$ cat src/rtl/trap_reporter.sv
// trap_reporter: commit-side producer of the simulation halt report.
// Watches the commit stream for the halt instruction (or a no-commit
// watchdog expiry), waits for memory traffic to drain, then strobes exit for
// one cycle with the latched pc/a0/inst and parks in a halted state.
//
// Ports:
//   clock         sole clock
//   reset         asynchronous active-low reset
//   commit_valid  one instruction retires this cycle
//   commit_pc     pc of the retiring instruction
//   commit_inst   encoding of the retiring instruction
//   a0_value      architectural x10 including this cycle's writeback
//   drain_done    store buffer and bus idle
//   exit          single-cycle halt report strobe
//   pc/a0/inst    reported values, change only on a latch event
//   halted        level, high after the report (stall fetch)
//   retired       count of accepted commits
module trap_reporter #(
    parameter logic [31:0] TRAP_INST   = 32'h00100073,
    parameter int unsigned DRAIN_MAX   = 16,
    parameter int unsigned WDOG_CYCLES = 100000,
    parameter logic [63:0] WDOG_CODE   = 64'hDEAD
) (
    input  logic        clock,
    input  logic        reset,
    input  logic        commit_valid,
    input  logic [63:0] commit_pc,
    input  logic [31:0] commit_inst,
    input  logic [63:0] a0_value,
    input  logic        drain_done,
    output logic        exit,
    output logic [63:0] pc,
    output logic [63:0] a0,
    output logic [31:0] inst,
    output logic        halted,
    output logic [63:0] retired
);

    localparam int unsigned DRAIN_W = (DRAIN_MAX > 1) ? $clog2(DRAIN_MAX) : 1;
    localparam int unsigned WDOG_W  = (WDOG_CYCLES > 1) ? $clog2(WDOG_CYCLES + 1) : 1;

    typedef enum logic [1:0] {
        IDLE   = 2'd0,
        DRAIN  = 2'd1,
        REPORT = 2'd2,
        HALTED = 2'd3
    } state_t;

    state_t              state, state_d;
    logic [DRAIN_W-1:0]  drain_cnt, drain_cnt_d;
    logic [WDOG_W-1:0]   wdog_cnt, wdog_cnt_d;
    logic [63:0]         retired_d, pc_d, a0_d;
    logic [31:0]         inst_d;
    logic                exit_d, halted_d;

    // Next-state and next-output logic; every output is registered below.
    always_comb begin
        state_d     = state;
        drain_cnt_d = drain_cnt;
        wdog_cnt_d  = wdog_cnt;
        retired_d   = retired;
        pc_d        = pc;
        a0_d        = a0;
        inst_d      = inst;

        unique case (state)
            IDLE: begin
                drain_cnt_d = '0;
                if (commit_valid) begin
                    // A commit always clears the watchdog, so a trap beats a
                    // watchdog expiry in the same cycle.
                    retired_d  = retired + 64'd1;
                    wdog_cnt_d = '0;
                    if (commit_inst == TRAP_INST) begin
                        pc_d    = commit_pc;
                        inst_d  = commit_inst;
                        a0_d    = a0_value;
                        state_d = DRAIN;
                    end
                end else if (WDOG_CYCLES != 0) begin
                    // This idle cycle is the WDOG_CYCLES-th in a row.
                    if (wdog_cnt == WDOG_W'(WDOG_CYCLES - 1)) begin
                        pc_d       = '0;
                        inst_d     = '0;
                        a0_d       = WDOG_CODE;
                        wdog_cnt_d = '0;
                        state_d    = DRAIN;
                    end else begin
                        wdog_cnt_d = wdog_cnt + WDOG_W'(1);
                    end
                end
            end
            DRAIN: begin
                drain_cnt_d = drain_cnt + DRAIN_W'(1);
                if (drain_done || (drain_cnt == DRAIN_W'(DRAIN_MAX - 1))) begin
                    state_d = REPORT;
                end
            end
            REPORT: state_d = HALTED;
            HALTED: state_d = HALTED;
            default: state_d = IDLE;
        endcase

        exit_d   = (state_d == REPORT);
        halted_d = (state_d == HALTED);
    end

    // State and output registers.
    always_ff @(posedge clock or negedge reset) begin
        if (!reset) begin
            state     <= IDLE;
            drain_cnt <= '0;
            wdog_cnt  <= '0;
            retired   <= '0;
            pc        <= '0;
            a0        <= '0;
            inst      <= '0;
            exit      <= 1'b0;
            halted    <= 1'b0;
        end else begin
            state     <= state_d;
            drain_cnt <= drain_cnt_d;
            wdog_cnt  <= wdog_cnt_d;
            retired   <= retired_d;
            pc        <= pc_d;
            a0        <= a0_d;
            inst      <= inst_d;
            exit      <= exit_d;
            halted    <= halted_d;
        end
    end

endmodule

$ cat config.mk
export PLATFORM = sky130hd
export DESIGN_NAME = trap_reporter
export DESIGN_NICKNAME = d
export VERILOG_FILES = /design/src/rtl/trap_reporter.sv
export SDC_FILE = /design/constraint.sdc
export NUM_CORES = 1
export LEC_CHECK = 0
export BUFFER_PORTS_ARGS = -buffer_cell sky130_fd_sc_hd__buf_2
export CAP_MARGIN = 20
export CORE_AREA = 4 4 151 153
export DETAILED_ROUTE_END_ITERATION = 16
export DIE_AREA = 0 0 155 157
export PLACE_DENSITY_LB_ADDON = 0.05
export SLEW_MARGIN = 10
export SYNTH_ARGS = -nofsm -noshare
export SYNTH_HDL_FRONTEND = slang
export SYNTH_SLANG_ARGS = --single-unit
$ cat constraint.sdc
create_clock -name clock -period 6.2 [get_ports clock]
set_input_delay 0.31 -clock clock [delete_from_list [all_inputs] [get_ports clock]]
set_output_delay 0.31 -clock clock [all_outputs]
set_load 0.05 [all_outputs]
After elaboration in Yosys (flattened, before gate mapping) --
Index checks and enable logic that the tools add are counted.
Word-level totals: flip-flop bits (word level) 249, input port bits 164, output and inout bits 226, logic and storage cells 45
Operators by class: add/subtract/negate cells 3, equal/unequal tests 9, muxes and demuxes 17, reductions and logical operators 7
Operators with widths (number):
- two-way mux 64 bit | 6
- two-way mux 32 bit | 3
- adder 64 x 1 -> 64 bit, second input constant | 1
- two-way mux 17 bit | 2
- equality test 32 x 21 -> 1 bit, second input constant | 1
- adder 17 x 1 -> 17 bit, second input constant | 1
- equality test 17 bit, second input constant | 1
- equality test 2 bit, second input constant | 4
- two-way mux 2 bit | 4
- one-hot mux 4 bit (2 select lines) | 1
- one-hot mux 2 bit (3 select lines) | 1
- adder 4 x 1 -> 4 bit, second input constant | 1
- equality test 4 bit, second input constant | 1
- nonzero test 2 bit | 2
- AND reduction 3 bit | 1
- equality test 2 x 1 -> 1 bit, second input constant | 1
- zero test 2 bit | 1
- inequality test 2 x 1 -> 1 bit, second input constant | 1
- AND reduction 2 bit | 1
- OR reduction 2 bit | 1
- logical OR 1 bit | 1

Depth between registers and ports, before layout --
depth after elaboration 5, gate-level depth with buffers 10, depth with buffers taken out 6

Worst setup path before layout --
Ideal clock, no wire load.
kind register -> register, start register wdog_cnt[0], end register a0[13], arrival time 2.096 ns, slack 3.983 ns, cell stages (with the launch flop) 11, path buffers 4, period minus slack after synthesis 2.217 ns, path through dfrtp_1 ha_1 and2_1 buf_4 nand4_1 or3_1 a21o_1 buf_6 buf_6 buf_6 a22o_1
Between the ends: cells in the longest elaborated chain, start to end 3
Ends and longest elaborated chain:
- start, declared | RTL line 51 | logic [WDOG_W-1:0] wdog_cnt, wdog_cnt_d;
- start signal, assigned | RTL line 123 | wdog_cnt <= wdog_cnt_d;
- equality test 17 bit | RTL line 82 | if (wdog_cnt == WDOG_W'(WDOG_CYCLES - 1)) begin
- nonzero test 2 bit (no source line)
- AND reduction 3 bit (no source line)
- end signal, assigned | RTL line 116 | a0 <= '0;
- end signal, assigned | RTL line 126 | a0 <= a0_d;
- end, declared | RTL line 33 | output logic [63:0] a0,
Every way passes these cells. A chain may end at the register's enable or synchronous reset.

Worst setup path in the final report --
start register wdog_cnt[0], end register a0[39]
Same word-level chain as after synthesis.

==> impl_metrics.json <==
{
  "layout-drive-gt1-share": 0.360,
  "grt_max_degree": 100,
  "path_clk_slew_ns": 0.06,
  "synth_area_per_cell_sq_um": 12.5,
  "post_cts_buffers": 0,
  "syn_nets": 962,
  "initial_core_util": 0.461,
  "ff2ff_path_depth": 7,
  "stdcell_area_sq_um": 13300,
  "path_cells": "ha_1 > and2_1 > nand4_1 > or3_1 > a21o_4 > buf_4 > a22o_1",
  "path_delay_family": "simple AND/OR/NAND/NOR gates",
  "min_path_cells": 2,
  "wl_per_cell_microns": 19.4,
  "ys_seq_area_frac": 0.626,
  "die_w_microns": 155,
  "syn_area_sq_um": 9950,
  "yosys_warnings": 0,
  "cts_buffers": 27,
  "pin_count": 390,
  "final_nets": 1386,
  "crit_fanout": 73,
  "track_usage": 0.234,
  "die_h_microns": 157,
  "cts_tree": "done",
  "hold_viol": 0,
  "worst-path-buf-inv": 1,
  "grt_pass1_wl_mm": 45.6,
  "slew_headroom": 0.363,
  "place_area_sq_um": 12100,
  "areaGrowthSynthToFinish_pct": 34.0,
  "async_flop_share": 1.00,
  "cp-end-kind": "flip-flop",
  "antenna_found_initial": 2,
  "cap_violations": 0,
  "io_buffer_count": 389,
  "synth_ff_type": "dfrtp_1",
  "worst_ep_required_time_ns": 6.59,
  "via_per_inst": 5.31,
  "fill_cells": 1817,
  "drt_iter0_drc": 450,
  "h-tree-depth": 1,
  "clock-sinks": 249,
  "min_path_type": "in2reg",
  "tightest_slew_ns": 0.955,
  "path_depth": 7,
  "cpPeakStageDelay_ns": 0.46,
  "gp_congestion": 0.805,
  "rsz0062_at_grt": "no",
  "critical_path_arrival_ns": 3.43,
  "grt_pass1_vias": 8107,
  "period_share": 0.489,
  "fmax_mhz": 330,
  "synth-edff-count": 0,
  "slowest_stage": "or3_1",
  "status": "finished clean",
  "p_leak_nw": 7.19,
  "core_sq_um": 21600,
  "maxSlewViolCount": 0,
  "drcViolationCount": 0,
  "fin_crit_ns": 3.03,
  "insertion_delay_ns": 0.51,
  "cts.path.max_buffers": 3,
  "ant_nets": 0,
  "wl_mm": 29.4,
  "clockRootBuffer": "clkbuf_16",
  "power_density_nw_per_um2": 251,
  "setup_viol": 0,
  "postSynthCellCount": 795,
  "dp_hpwl_mm": 20.7,
  "dr.pass1.iters": 5,
  "yosys_register_bits": 249,
  "ys_types": 51,
  "crit_path_start_kind": "flip-flop",
  "dieArea_sq_um": 24300,
  "crit_type": "reg2reg",
  "grt_overflow": 0,
  "ir_drop_uv": 170,
  "skew_ns": 0.00586,
  "row_count": 54,
  "fin_tns_setup_ns": 0,
  "route.vias.total": 8047
}
==> worst reg2reg max path: cells and delay by family (launching register included) <==
family,cells,cell delay (ns)
simple gates,3,1.06
compound gates,2,0.79
buf+inv,1,0.47
flops,1,0.40
fa+ha+maj,1,0.20
==> Yosys cell counts, drive strengths merged (15+ instances only) <==
| cell | instances | area [sq um] |
|---|---|---|
| xor2 | 30 | 263 |
| nand4 | 29 | 188 |
| dfrtp | 249 | 6230 |
| nand3 | 33 | 165 |
| nor2 | 32 | 120 |
| nand2 | 52 | 195 |
| and2 | 32 | 200 |
| buf | 21 | 164 |
| nor3 | 27 | 135 |
| o21ai | 17 | 85.1 |
| clkbuf | 21 | 78.8 |
| xnor2 | 33 | 289 |
| nor4 | 15 | 131 |
| a22o | 121 | 1060 |
==> sequential cells by signal (all words and copies together), names as in the netlist <==
| name | cells |
|---|---|
| wdog_cnt | 17 |
| state | 2 |
| halted | 1 |
| inst | 32 |
| exit | 1 |
| a0 | 64 |
| drain_cnt | 4 |
| retired | 64 |
| pc | 64 |
==> where the power goes <==
group | total, mW | switching, mW | internal [mW]
clock | 1.52 | 0.616 | 0.906
combinational | 0.172 | 0.0970 | 0.0748
sequential | 1.65 | 0.0122 | 1.64
total | 3.34 | 0.725 | 2.62
==> metal layers <==
| layer | global-route usage | share of wire | up-vias |
|---|---|---|---|
| met4 | 0.0589 | 0.023 | 0 |
| met3 | 0.0528 | 0.073 | 52 |
| li1 | - | - | 3740 |
| met2 | 0.393 | 0.49 | 305 |
| met5 | 0 | 0 | - |
| met1 | 0.310 | 0.42 | 3950 |
==> cells in the final DEF (no fill, tap or decap), types with 4 or more instances in the layout <==
cell type	count
nor2_1	32
and4_1	4
nand4_1	28
nor4b_1	4
clkbuf_1	6
nand2_1	52
o22a_1	11
xor2_1	30
buf_4	4
buf_2	388
clkinv_2	4
and2_1	31
o21ai_0	15
nor4_2	6
nor3_1	27
dlygate4sd3_1	44
nor4_1	9
clkbuf_8	6
clkbuf_16	27
inv_1	10
a21o_1	8
nand3_1	33
and3_1	6
xnor2_1	33
a22o_1	121
dfrtp_1	249
==> stage by stage <==
| step | util | power [mW] | hold slack [ns] | setup WS (ns) | cells |
|---|---|---|---|---|---|
| finish | 0.619 | 3.34 | 0.0235 | 3.17 | 1516 |
| global route | 0.619 | 3.48 | 0.00414 | 2.94 | 1516 |
| CTS | 0.617 | 3.38 | 0.0000164 | 3.18 | 1512 |
| detailed placement | 0.559 | 1.83 | 0.407 | 2.88 | 1426 |
| global placement | 0.559 | 1.83 | 0.411 | 2.94 | 1426 |
| floorplan | - | 1.73 | 0.0144 | 3.98 | 795 |
==> worst paths after layout <==
kind	from	endpoint	slack, ns
min in group asynchronous	reset	retired[33]	0.44
worst min-delay path	commit_pc[52]	pc[52]	0.02
worst max register to register	wdog_cnt[0]	a0[39]	3.17
worst max-delay path	wdog_cnt[0]	a0[39]	3.17
worst min register to register	inst[1]	inst[1]	0.47
max in group asynchronous	reset	retired[54]	4.31
==> layout make-up <==
| class | instances | area [sq um] | share of cell area |
|---|---|---|---|
| sequential | 249 | 6230 | 0.467 |
| multi-input combinational | 494 | 3440 | 0.258 |
| timing repair buffer | 437 | 2430 | 0.182 |
| clock buffer | 39 | 781 | 0.0586 |
| tap | 280 | 350 | 0.0263 |
| clock inverter | 6 | 57.6 | 0.00432 |
| inverter | 10 | 37.5 | 0.00282 |
| antenna | 1 | 2.50 | 0.000188 |
==> timing repair <==
item                      4_1_cts  5_1_grt
hold endpoints to repair      137        3
hold buffers                   41        3
resized for setup               0        0
==> logic make-up (layout without fill, tap and decap cells) <==
logic type | count (synthesis) | count (layout) | share of synthesized area
adders and majority gates | 3 | 3 | 0.00377
xor gates and xnor gates | 63 | 63 | 0.0555
DFF | 249 | 249 | 0.626
and+or+nand+nor | 253 | 253 | 0.141
muxes | 3 | 3 | 0.00315
other | 0 | 1 | 0
buffers and inverters | 52 | 492 | 0.0282
AOI/OAI and AO/OA | 172 | 172 | 0.142
No activity file was read; power rests on OpenSTA's default activity.
